[src/rtl/div_ctrl_if.sv]
// div_ctrl_if: bundle of every non-clock signal of div_ctrl.
//   req0_* : primary requester (execute stage), with flush
//   req1_* : secondary requester (debug/accelerator), no flush
//   div_*  : start/operand interface to the shared iterative divider
//   rsp_*  : one-cycle response pulse back to the owning port
//   busy_o : controller not idle
// Signal suffixes are from the point of view of div_ctrl.
// modport slave  : used by div_ctrl itself.
// modport master : used by the surrounding logic (requesters + divider).
interface div_ctrl_if;
  logic        req0_valid_i;
  logic [31:0] req0_dividend_i;
  logic [31:0] req0_divisor_i;
  logic [2:0]  req0_op_i;
  logic [4:0]  req0_waddr_i;
  logic        req0_flush_i;
  logic        req0_ready_o;

  logic        req1_valid_i;
  logic [31:0] req1_dividend_i;
  logic [31:0] req1_divisor_i;
  logic [2:0]  req1_op_i;
  logic [4:0]  req1_waddr_i;
  logic        req1_ready_o;

  logic        div_start_o;
  logic [31:0] div_dividend_o;
  logic [31:0] div_divisor_o;
  logic [2:0]  div_op_o;
  logic [4:0]  div_waddr_o;
  logic [63:0] div_result_i;
  logic        div_ready_i;
  logic        div_busy_i;

  logic        rsp_valid_o;
  logic        rsp_id_o;
  logic [31:0] rsp_data_o;
  logic [4:0]  rsp_waddr_o;
  logic        rsp_err_o;
  logic        busy_o;

  modport slave (
    input  req0_valid_i, req0_dividend_i, req0_divisor_i, req0_op_i, req0_waddr_i, req0_flush_i,
    output req0_ready_o,
    input  req1_valid_i, req1_dividend_i, req1_divisor_i, req1_op_i, req1_waddr_i,
    output req1_ready_o,
    output div_start_o, div_dividend_o, div_divisor_o, div_op_o, div_waddr_o,
    input  div_result_i, div_ready_i, div_busy_i,
    output rsp_valid_o, rsp_id_o, rsp_data_o, rsp_waddr_o, rsp_err_o, busy_o
  );

  modport master (
    output req0_valid_i, req0_dividend_i, req0_divisor_i, req0_op_i, req0_waddr_i, req0_flush_i,
    input  req0_ready_o,
    output req1_valid_i, req1_dividend_i, req1_divisor_i, req1_op_i, req1_waddr_i,
    input  req1_ready_o,
    input  div_start_o, div_dividend_o, div_divisor_o, div_op_o, div_waddr_o,
    output div_result_i, div_ready_i, div_busy_i,
    input  rsp_valid_o, rsp_id_o, rsp_data_o, rsp_waddr_o, rsp_err_o, busy_o
  );
endinterface

[src/rtl/div_ctrl.sv]
// div_ctrl: sequencer and two-port round-robin arbiter for the shared
// 32-bit iterative divider.
//   clk : rising-edge clock
//   rst : asynchronous active-high reset (shared with the divider)
//   bus : div_ctrl_if.slave
//     req0_* / req1_* : requests in, combinational ready out (IDLE only)
//     div_*           : registered start (held for the whole operation),
//                       latched operands/op/tag; result, ready, busy back
//     rsp_*           : response pulse with owner id, selected data, tag,
//                       and a timeout-abort flag
//     busy_o          : state != IDLE
// TIMEOUT bounds the cycles spent in RUN before the operation is aborted;
// it must exceed the divider's 36-cycle latency.
module div_ctrl #(
  parameter int TIMEOUT = 64
) (
  input  logic       clk,
  input  logic       rst,
  div_ctrl_if.slave  bus
);

  localparam int TW = $clog2(TIMEOUT + 1);

  typedef enum logic [1:0] {
    S_IDLE  = 2'd0,
    S_RUN   = 2'd1,
    S_DRAIN = 2'd2
  } state_e;

  state_e        state_q, state_d;
  logic          last_grant_q, last_grant_d;
  logic [TW-1:0] timer_q, timer_d;
  logic          start_q, start_d;
  logic [31:0]   dvd_q, dvd_d;
  logic [31:0]   dvs_q, dvs_d;
  logic [2:0]    op_q, op_d;
  logic [4:0]    waddr_q, waddr_d;
  logic          owner_q, owner_d;

  logic          rsp_valid_q, rsp_valid_d;
  logic          rsp_id_q, rsp_id_d;
  logic [31:0]   rsp_data_q, rsp_data_d;
  logic [4:0]    rsp_waddr_q, rsp_waddr_d;
  logic          rsp_err_q, rsp_err_d;

  logic          v0, v1;
  logic          win;
  logic          ready0, ready1;

  // REM/REMU (op[1] set) return the remainder half of {remainder, quotient}.
  function automatic logic [31:0] sel_result(input logic [63:0] res, input logic rem_sel);
    return rem_sel ? res[63:32] : res[31:0];
  endfunction

  // A flushed port-0 request is invisible to the arbiter.
  assign v0 = bus.req0_valid_i & ~bus.req0_flush_i;
  assign v1 = bus.req1_valid_i;

  always_comb begin
    state_d      = state_q;
    last_grant_d = last_grant_q;
    timer_d      = timer_q;
    start_d      = start_q;
    dvd_d        = dvd_q;
    dvs_d        = dvs_q;
    op_d         = op_q;
    waddr_d      = waddr_q;
    owner_d      = owner_q;
    rsp_valid_d  = 1'b0;
    rsp_id_d     = rsp_id_q;
    rsp_data_d   = rsp_data_q;
    rsp_waddr_d  = rsp_waddr_q;
    rsp_err_d    = rsp_err_q;
    win          = 1'b0;
    ready0       = 1'b0;
    ready1       = 1'b0;

    unique case (state_q)
      S_IDLE: begin
        if (v0 || v1) begin
          // On a tie the port that did not win last time goes first.
          win          = (v0 && v1) ? ~last_grant_q : v1;
          ready0       = ~win;
          ready1       = win;
          dvd_d        = win ? bus.req1_dividend_i : bus.req0_dividend_i;
          dvs_d        = win ? bus.req1_divisor_i  : bus.req0_divisor_i;
          op_d         = win ? bus.req1_op_i       : bus.req0_op_i;
          waddr_d      = win ? bus.req1_waddr_i    : bus.req0_waddr_i;
          owner_d      = win;
          last_grant_d = win;
          start_d      = 1'b1;
          timer_d      = '0;
          state_d      = S_RUN;
        end
      end

      S_RUN: begin
        timer_d = timer_q + TW'(1);
        // Flush outranks a same-cycle ready: the result is simply dropped.
        if (!owner_q && bus.req0_flush_i) begin
          start_d = 1'b0;
          state_d = S_DRAIN;
        end else if (bus.div_ready_i) begin
          rsp_valid_d = 1'b1;
          rsp_id_d    = owner_q;
          rsp_data_d  = sel_result(bus.div_result_i, op_q[1]);
          rsp_waddr_d = waddr_q;
          rsp_err_d   = 1'b0;
          start_d     = 1'b0;
          state_d     = S_DRAIN;
        end else if (timer_q == TW'(TIMEOUT - 1)) begin
          rsp_valid_d = 1'b1;
          rsp_id_d    = owner_q;
          rsp_data_d  = '0;
          rsp_waddr_d = waddr_q;
          rsp_err_d   = 1'b1;
          start_d     = 1'b0;
          state_d     = S_DRAIN;
        end
      end

      S_DRAIN: begin
        // Wait out the divider's trailing ready (zero divisor) or its
        // abort-ready pulse before a new start may be issued.
        start_d = 1'b0;
        if (!bus.div_busy_i && !bus.div_ready_i) begin
          state_d = S_IDLE;
        end
      end

      default: begin
        start_d = 1'b0;
        state_d = S_IDLE;
      end
    endcase
  end

  always_ff @(posedge clk or posedge rst) begin
    if (rst) begin
      state_q      <= S_IDLE;
      last_grant_q <= 1'b1;
      timer_q      <= '0;
      start_q      <= 1'b0;
      dvd_q        <= '0;
      dvs_q        <= '0;
      op_q         <= '0;
      waddr_q      <= '0;
      owner_q      <= 1'b0;
      rsp_valid_q  <= 1'b0;
      rsp_id_q     <= 1'b0;
      rsp_data_q   <= '0;
      rsp_waddr_q  <= '0;
      rsp_err_q    <= 1'b0;
    end else begin
      state_q      <= state_d;
      last_grant_q <= last_grant_d;
      timer_q      <= timer_d;
      start_q      <= start_d;
      dvd_q        <= dvd_d;
      dvs_q        <= dvs_d;
      op_q         <= op_d;
      waddr_q      <= waddr_d;
      owner_q      <= owner_d;
      rsp_valid_q  <= rsp_valid_d;
      rsp_id_q     <= rsp_id_d;
      rsp_data_q   <= rsp_data_d;
      rsp_waddr_q  <= rsp_waddr_d;
      rsp_err_q    <= rsp_err_d;
    end
  end

  assign bus.req0_ready_o   = ready0;
  assign bus.req1_ready_o   = ready1;
  assign bus.div_start_o    = start_q;
  assign bus.div_dividend_o = dvd_q;
  assign bus.div_divisor_o  = dvs_q;
  assign bus.div_op_o       = op_q;
  assign bus.div_waddr_o    = waddr_q;
  assign bus.rsp_valid_o    = rsp_valid_q;
  assign bus.rsp_id_o       = rsp_id_q;
  assign bus.rsp_data_o     = rsp_data_q;
  assign bus.rsp_waddr_o    = rsp_waddr_q;
  assign bus.rsp_err_o      = rsp_err_q;
  assign bus.busy_o         = (state_q != S_IDLE);

endmodule

[src/flat_wrapper.sv]
// flat-port wrapper written by rule: the top's interface ports become plain ports
module div_ctrl_flat 
#(
  parameter int TIMEOUT = 64
)
  (clk, rst, bus_req0_valid_i, bus_req0_dividend_i, bus_req0_divisor_i, bus_req0_op_i, bus_req0_waddr_i, bus_req0_flush_i, bus_req0_ready_o, bus_req1_valid_i, bus_req1_dividend_i, bus_req1_divisor_i, bus_req1_op_i, bus_req1_waddr_i, bus_req1_ready_o, bus_div_start_o, bus_div_dividend_o, bus_div_divisor_o, bus_div_op_o, bus_div_waddr_o, bus_div_result_i, bus_div_ready_i, bus_div_busy_i, bus_rsp_valid_o, bus_rsp_id_o, bus_rsp_data_o, bus_rsp_waddr_o, bus_rsp_err_o, bus_busy_o);
  div_ctrl_if bus_i ();
  input  logic clk;
  input  logic rst;
  input wire logic [$bits(bus_i.req0_valid_i)-1:0] bus_req0_valid_i;
  input wire logic [$bits(bus_i.req0_dividend_i)-1:0] bus_req0_dividend_i;
  input wire logic [$bits(bus_i.req0_divisor_i)-1:0] bus_req0_divisor_i;
  input wire logic [$bits(bus_i.req0_op_i)-1:0] bus_req0_op_i;
  input wire logic [$bits(bus_i.req0_waddr_i)-1:0] bus_req0_waddr_i;
  input wire logic [$bits(bus_i.req0_flush_i)-1:0] bus_req0_flush_i;
  output wire logic [$bits(bus_i.req0_ready_o)-1:0] bus_req0_ready_o;
  input wire logic [$bits(bus_i.req1_valid_i)-1:0] bus_req1_valid_i;
  input wire logic [$bits(bus_i.req1_dividend_i)-1:0] bus_req1_dividend_i;
  input wire logic [$bits(bus_i.req1_divisor_i)-1:0] bus_req1_divisor_i;
  input wire logic [$bits(bus_i.req1_op_i)-1:0] bus_req1_op_i;
  input wire logic [$bits(bus_i.req1_waddr_i)-1:0] bus_req1_waddr_i;
  output wire logic [$bits(bus_i.req1_ready_o)-1:0] bus_req1_ready_o;
  output wire logic [$bits(bus_i.div_start_o)-1:0] bus_div_start_o;
  output wire logic [$bits(bus_i.div_dividend_o)-1:0] bus_div_dividend_o;
  output wire logic [$bits(bus_i.div_divisor_o)-1:0] bus_div_divisor_o;
  output wire logic [$bits(bus_i.div_op_o)-1:0] bus_div_op_o;
  output wire logic [$bits(bus_i.div_waddr_o)-1:0] bus_div_waddr_o;
  input wire logic [$bits(bus_i.div_result_i)-1:0] bus_div_result_i;
  input wire logic [$bits(bus_i.div_ready_i)-1:0] bus_div_ready_i;
  input wire logic [$bits(bus_i.div_busy_i)-1:0] bus_div_busy_i;
  output wire logic [$bits(bus_i.rsp_valid_o)-1:0] bus_rsp_valid_o;
  output wire logic [$bits(bus_i.rsp_id_o)-1:0] bus_rsp_id_o;
  output wire logic [$bits(bus_i.rsp_data_o)-1:0] bus_rsp_data_o;
  output wire logic [$bits(bus_i.rsp_waddr_o)-1:0] bus_rsp_waddr_o;
  output wire logic [$bits(bus_i.rsp_err_o)-1:0] bus_rsp_err_o;
  output wire logic [$bits(bus_i.busy_o)-1:0] bus_busy_o;
  assign bus_i.req0_valid_i = bus_req0_valid_i;
  assign bus_i.req0_dividend_i = bus_req0_dividend_i;
  assign bus_i.req0_divisor_i = bus_req0_divisor_i;
  assign bus_i.req0_op_i = bus_req0_op_i;
  assign bus_i.req0_waddr_i = bus_req0_waddr_i;
  assign bus_i.req0_flush_i = bus_req0_flush_i;
  assign bus_req0_ready_o = bus_i.req0_ready_o;
  assign bus_i.req1_valid_i = bus_req1_valid_i;
  assign bus_i.req1_dividend_i = bus_req1_dividend_i;
  assign bus_i.req1_divisor_i = bus_req1_divisor_i;
  assign bus_i.req1_op_i = bus_req1_op_i;
  assign bus_i.req1_waddr_i = bus_req1_waddr_i;
  assign bus_req1_ready_o = bus_i.req1_ready_o;
  assign bus_div_start_o = bus_i.div_start_o;
  assign bus_div_dividend_o = bus_i.div_dividend_o;
  assign bus_div_divisor_o = bus_i.div_divisor_o;
  assign bus_div_op_o = bus_i.div_op_o;
  assign bus_div_waddr_o = bus_i.div_waddr_o;
  assign bus_i.div_result_i = bus_div_result_i;
  assign bus_i.div_ready_i = bus_div_ready_i;
  assign bus_i.div_busy_i = bus_div_busy_i;
  assign bus_rsp_valid_o = bus_i.rsp_valid_o;
  assign bus_rsp_id_o = bus_i.rsp_id_o;
  assign bus_rsp_data_o = bus_i.rsp_data_o;
  assign bus_rsp_waddr_o = bus_i.rsp_waddr_o;
  assign bus_rsp_err_o = bus_i.rsp_err_o;
  assign bus_busy_o = bus_i.busy_o;
  div_ctrl #(.TIMEOUT(TIMEOUT)) u_core (.clk(clk), .rst(rst), .bus(bus_i));
endmodule
[config.mk]
export PLATFORM = sky130hd
export DESIGN_NAME = div_ctrl_flat
export DESIGN_NICKNAME = d
export VERILOG_FILES = /design/src/rtl/div_ctrl_if.sv /design/src/rtl/div_ctrl.sv /design/src/flat_wrapper.sv
export SDC_FILE = /design/constraint.sdc
export NUM_CORES = 1
export LEC_CHECK = 0
export BUFFER_PORTS_ARGS = -buffer_cell sky130_fd_sc_hd__buf_2
export CELL_PAD_IN_SITES_DETAIL_PLACEMENT = 1
export CELL_PAD_IN_SITES_GLOBAL_PLACEMENT = 1
export CORE_MARGIN = 1.5
export CORE_UTILIZATION = 26
export CTS_CLUSTER_DIAMETER = 30
export DETAILED_ROUTE_END_ITERATION = 8
export PLACE_DENSITY_LB_ADDON = 0.1
export RECOVER_POWER = 50
export SYNTH_ARGS = -nofsm -noshare
export SYNTH_HDL_FRONTEND = slang
export SYNTH_SLANG_ARGS = --single-unit
[constraint.sdc]
create_clock -name clk -period 3.7 [get_ports clk]
set_clock_uncertainty 0.05 [all_clocks]
set_input_delay 0.37 -clock clk [delete_from_list [all_inputs] [get_ports clk]]
set_output_delay 0.37 -clock clk [all_outputs]
set_load 0.01 [all_outputs]
# == Yosys cells after proc, flatten, opt, wreduce, memory -nomap -nowiden ==
# Cells that the tools add are included.
# totals
regBits,124
input_bits,215
# op_classes
reduce_logical,16
n_mux,35
eq_ne,6
n_bitwise,5
add_sub_neg,1
# ops
op,n
2-to-1 mux 32 bit,5
2-to-1 mux 1 bit,17
2-to-1 mux 5 bit,3
one-hot mux 7 bit (2 select lines),1
2-to-1 mux 2 bit,5
"adder 7 x 1 -> 7 bit, second input constant",1
"equality test 7 x 6 -> 1 bit, second input constant",1
2-to-1 mux 7 bit,1
one-hot mux 2 bit (3 select lines),1
AND reduction 2 bit,3
AND reduction 3 bit,2
nonzero test 2 bit,3
"inequality test 2 x 1 -> 1 bit, second input constant",2
"inequality test 4 x 2 -> 1 bit, second input constant",1
NOT 1 bit,4
logical AND 1 bit,3
zero test 1 bit,3
2-to-1 mux 3 bit,1
"equality test 2 x 1 -> 1 bit, second input constant",1
"equality test 2 bit, second input constant",1
zero test 2 bit,1
one-hot mux 1 bit (2 select lines),1
bitwise AND 1 bit,1
logical OR 1 bit,1

# == Logic depth before layout (Yosys ltp) ==
# logic_depth
depth_word,7
mapped_depth,7

# == Worst setup path before layout ==
# OpenSTA, ideal clock, no wires.
# synth_path
path_type,reg2reg
start,register u_core.timer_q[0]
end,"register u_core.rsp_waddr_q[0], in the netlist u_core.bus.rsp_waddr_o[0]"
required_ps,3525
synth_period_minus_slack_ps,1709
n_path_buf,1
stages_incl_launch_ff,6
slack_ps,1991
setup_time_ps,125
arrival_time_ps,1534
path_cell_list,dfrtp_1 ha_1 and3b_4 o21ai_2 buf_2 mux2_2
# synth_via
elab_chain_len,3
# synth_lines
element,line,text
from (decl),div_ctrl.sv:32,"logic [TW-1:0] timer_q, timer_d;"
from (signal assigned),div_ctrl.sv:157,timer_q <= timer_d;
equality test 7 x 6 -> 1 bit,div_ctrl.sv:111,end else if (timer_q == TW'(TIMEOUT - 1)) begin
nonzero test 2 bit (no line),--,
AND reduction 3 bit (no line),--,
to (signal assigned),div_ctrl.sv:167,rsp_waddr_q <= rsp_waddr_d;
to (decl),div_ctrl.sv:43,"logic [4:0] rsp_waddr_q, rsp_waddr_d;"
# Every way passes these cells.
# A chain may end at the register's enable or synchronous reset.

==> metrics.md <==
| Metric | Value |
|---|---|
| Initial antenna violation count | `1` |
| Pint | `just over 4 mW` |
| Post-synth ARST share | `100%` |
| Worst slew margin | `-9.74%` |
| Mapped cell area | `0.00544 mm2` |
| Vias in the first global route | `5,479` |
| Routability congestion estimate from global placement | `0.774` |
| Static Leakage | `roughly 4.1 nW` |
| Clock share of power | `about a quarter` |
| Sw Ratio | `37.5%` |
| Main flop type after synthesis | `dfrtp_1` |
| Simple-Gate Fraction of Synth Area | `around an eighth` |
| Outcome | `complete, but fails checks` |
| Critical Path AT | `2.60 ns` |
| Largest family of logic cells by synthesized area | `compound AO/OA/AOI/OAI gates` |
| Kind of critical path | `in2async` |
| Multi-input combinational cell area | `~0.0022 mm2` |
| Initial DRT Pass Iterations | `4` |
| Final Hold Fails | `0` |
| Final worst path period share | `65.8%` |
| Die extent in x | `about 150 um` |
| Post-synth EDFFs | `0` |
| Initial Utilization | `around a quarter` |
| Synth top area share | `between 50% and 60%` |
| Setup Viol. Count Final | `0` |
| Top Ports | `about 330` |
| Syn Area/Cell | `approximately 11 um2` |
| Post-Synthesis Cells | `approximately 500` |
| Sw Pwr | `~2.4 mW` |
| PostCTS Resize Cnt | `0` |
| Crit-path cells | `buf_2, clkinvlp_2, clkbuf_1` |
| Final instance count without filler cells | `~1,100` |
| Crit path capture type | `async pin` |
| Worst-Margin Slew | `1.65 ns` |
| Commonest non-fill, non-tap cell in the layout | `buf_2` |
| Core Util, Final | `38.8%` |
| GRT overflow | `0` |
| Mux share of post-synthesis cell area | `between 10 and 15%` |
| Power Density | `827 mW/mm2` |
| Ratio of cells with drive above 1 in the final layout | `between 30% and 40%` |
| Area growth syn-to-layout | `45.1%` |
| Yosys top cell by area | `dfrtp_1` |
| CTS tree | `yes` |
| Largest net degree at the start of global routing | `67` |
| Register area share after synthesis | `a little under three fifths` |
| FMAX | `slightly above 0.4 GHz` |
| # clock sinks | `~120` |
| Critical Path Slowest Stage Cell | `clkbuf_1` |
| Final slew viol count | `30` |
| DR vias/cell | `4.65` |
| Wirelength per Cell | `17.3 um` |
| DP HPWL | `14,400 um` |
| Max Cap Violations | `2` |
| Synthesis warning total | `0` |
| Post-synthesis compound-gate area fraction | `approximately 16%` |
| Placed cells | `roughly 1,100` |
| Final Cell Area | `slightly below 0.008 mm2` |
| Cts bufs inserted | `17` |
| Register area | `a little over 0.003 mm2` |
| Fillers | `2,446` |
| Clock transition at the registers of the reported paths | `about 0.060 ns` |
| Final #Nets | `slightly above 1,000` |
| Area contributors post-synth | `dfrtp_1 57%, mux2i_1 9.6%, nand2_1 8.9%` |
| Cts hold-fix bufs | `0` |
| Synth Net Count | `between 700 and 800` |
| CTS H-tree lvls | `4` |
| Core area | `just over 0.02 mm2` |
| Total power | `6.53 mW` |
| CP peak stage delay | `between 1 and 1.5 ns` |
| Final WL | `around 19,000 um` |
| Clk buf depth | `2` |
| First-pass GRT wire length | `29,400 um` |
| Unrepaired setup endpoints after global routing | `no` |
| Minimum clock period | `2.43 ns` |
| # diodes | `0` |
| Buffers on Ports | `330` |
| Row count | `52` |
| HP Class | `in2reg` |
| Flop pwr share | `37.0%` |
| Worst EP required | `approximately 3.9 ns` |
| Post-CTS Setup Inserts | `0` |
| Synth Register Bits | `about 120` |
| Adder-cell share of the synthesized area | `0.230%` |
| Post-route ant nets | `0` |
| Commonest cells after routing, fill and taps aside | `273 x buf_2, 129 x nand2_1, 122 x dfrtp_1` |
| Violated checks | `capacitance limit, slew limit` |
| Clock root cell | `clkbuf_16` |
| Synth Area in XOR/XNOR | `less than 1%` |
| Max VDD drop | `between 0.3 and 0.4 mV` |
| Post-synth cell types | `36` |
| Gr usage total | `17.5%` |
| Crit path launch type | `input port` |
| DRT iter0 DRCs | `between 100 and 150` |
| TNS Setup | `0 ns` |
| Comb pwr share | `36.3%` |
| Die Ht | `between 100 and 150 um` |
| Routed via count | `roughly 5,100` |
| Drc violations | `0` |
| DP Area | `0.00736 mm2` |
| CP Max Fanout | `31` |
| Clk_lat worst skew | `about 0.41 ns` |
| Die area | `roughly 0.022 mm2` |
[synth_stat cells (all sizes together) (3+ instances only)]
| cell | n |
|---|---|
| a21oi | 5 |
| a22oi | 52 |
| and3 | 3 |
| buf | 24 |
| clkbuf | 13 |
| dfrtp | 123 |
| inv | 4 |
| mux2 | 6 |
| mux2i | 52 |
| nand2 | 129 |
| nand3 | 7 |
| o21ai | 28 |
| o2bb2ai | 33 |
[metrics by stage]
step / setup WS (ns) / hold slack, ns
6_report: 1.27 / 0.0940
5_1_grt: 0.768 / 0.0894
4_1_cts: 1.21 / 0.0365
3_5_place_dp: 1.48 / 0.418
3_3_place_gp: 1.56 / 0.409
2_1_floorplan: 1.76 / 0.400
[cells by family after synthesis]
kind of cell / after synthesis
simple gates: 154
mux: 58
compound gates: 121
xor+xnor: 2
flops: 124
buf+inv: 41
fa+ha+maj: 1
[flip-flops by register name, indices dropped and copies added (netlist names)]
signal                     cells
u_core.bus.div_divisor_o      32
u_core.owner_q                 1
u_core.bus.div_dividend_o     32
u_core.bus.div_start_o         1
u_core.timer_q                 7
u_core.bus.div_op_o            3
u_core.bus.div_waddr_o         5
u_core.bus.rsp_waddr_o         5
u_core.state_q                 2
u_core.bus.rsp_valid_o         1
u_core.bus.rsp_id_o            1
u_core.bus.rsp_data_o         32
u_core.last_grant_q            1
u_core.bus.rsp_err_o           1
[path summary, 6_finish.rpt]
kind | start | to | slack (ns) | depth (start not counted)
setup / recovery | rst | u_core.bus.div_op_o[2]$_DFFE_PP0P_ | 1.27 | 3
hold reg to reg | u_core.bus.div_divisor_o[25]$_DFFE_PP0P_ | u_core.bus.div_divisor_o[25]$_DFFE_PP0P_ | 0.43 | 2
setup reg to reg | u_core.state_q[1]$_DFFE_PP0P_ | u_core.bus.rsp_data_o[16]$_DFFE_PP0P_ | 1.50 | 4
hold / removal | bus_req1_divisor_i[12] | u_core.bus.div_divisor_o[12]$_DFFE_PP0P_ | 0.09 | 3
max in group clk | u_core.state_q[0]$_DFFE_PP0P_ | bus_req0_ready_o | 1.27 | 3
min in group asynchronous | rst | u_core.bus.div_divisor_o[5]$_DFFE_PP0P_ | 0.24 | 2
[power groups by stage]
| stage | sequential [mW] | combinational [mW] | clock, mW |
|---|---|---|---|
| CTS | 2.41 | 2.51 | 1.80 |
| global route | 2.50 | 2.63 | 1.85 |
| floorplan | 2.58 | 1.22 | 0 |
| finish | 2.41 | 2.37 | 1.74 |
| global placement | 2.40 | 2.44 | 0 |
| detailed placement | 2.42 | 2.51 | 0 |
[layout make-up]
cell class	count	share of cell area, %
sequential	124	39.3
tap	270	4.28
timing repair buffer	339	21.0
inverter	4	0.206
clock buffer	19	5.74
clock inverter	13	2.08
multi-input combinational	336	27.4
[layer usage]
metal,part of all wire (%),global-route usage [%],vias up
li1,-,-,2417
met1,37,18.8,2488
met2,53,31.5,205
met3,8.2,6.70,21
met4,1.5,5.40,2
met5,0.063,0,-
[worst max-delay path, delay by kind of cell]
kind / cells / cell delay (ns)
buffers and inverters: 3 / 2.20
(Power assumes the default switching activity.)
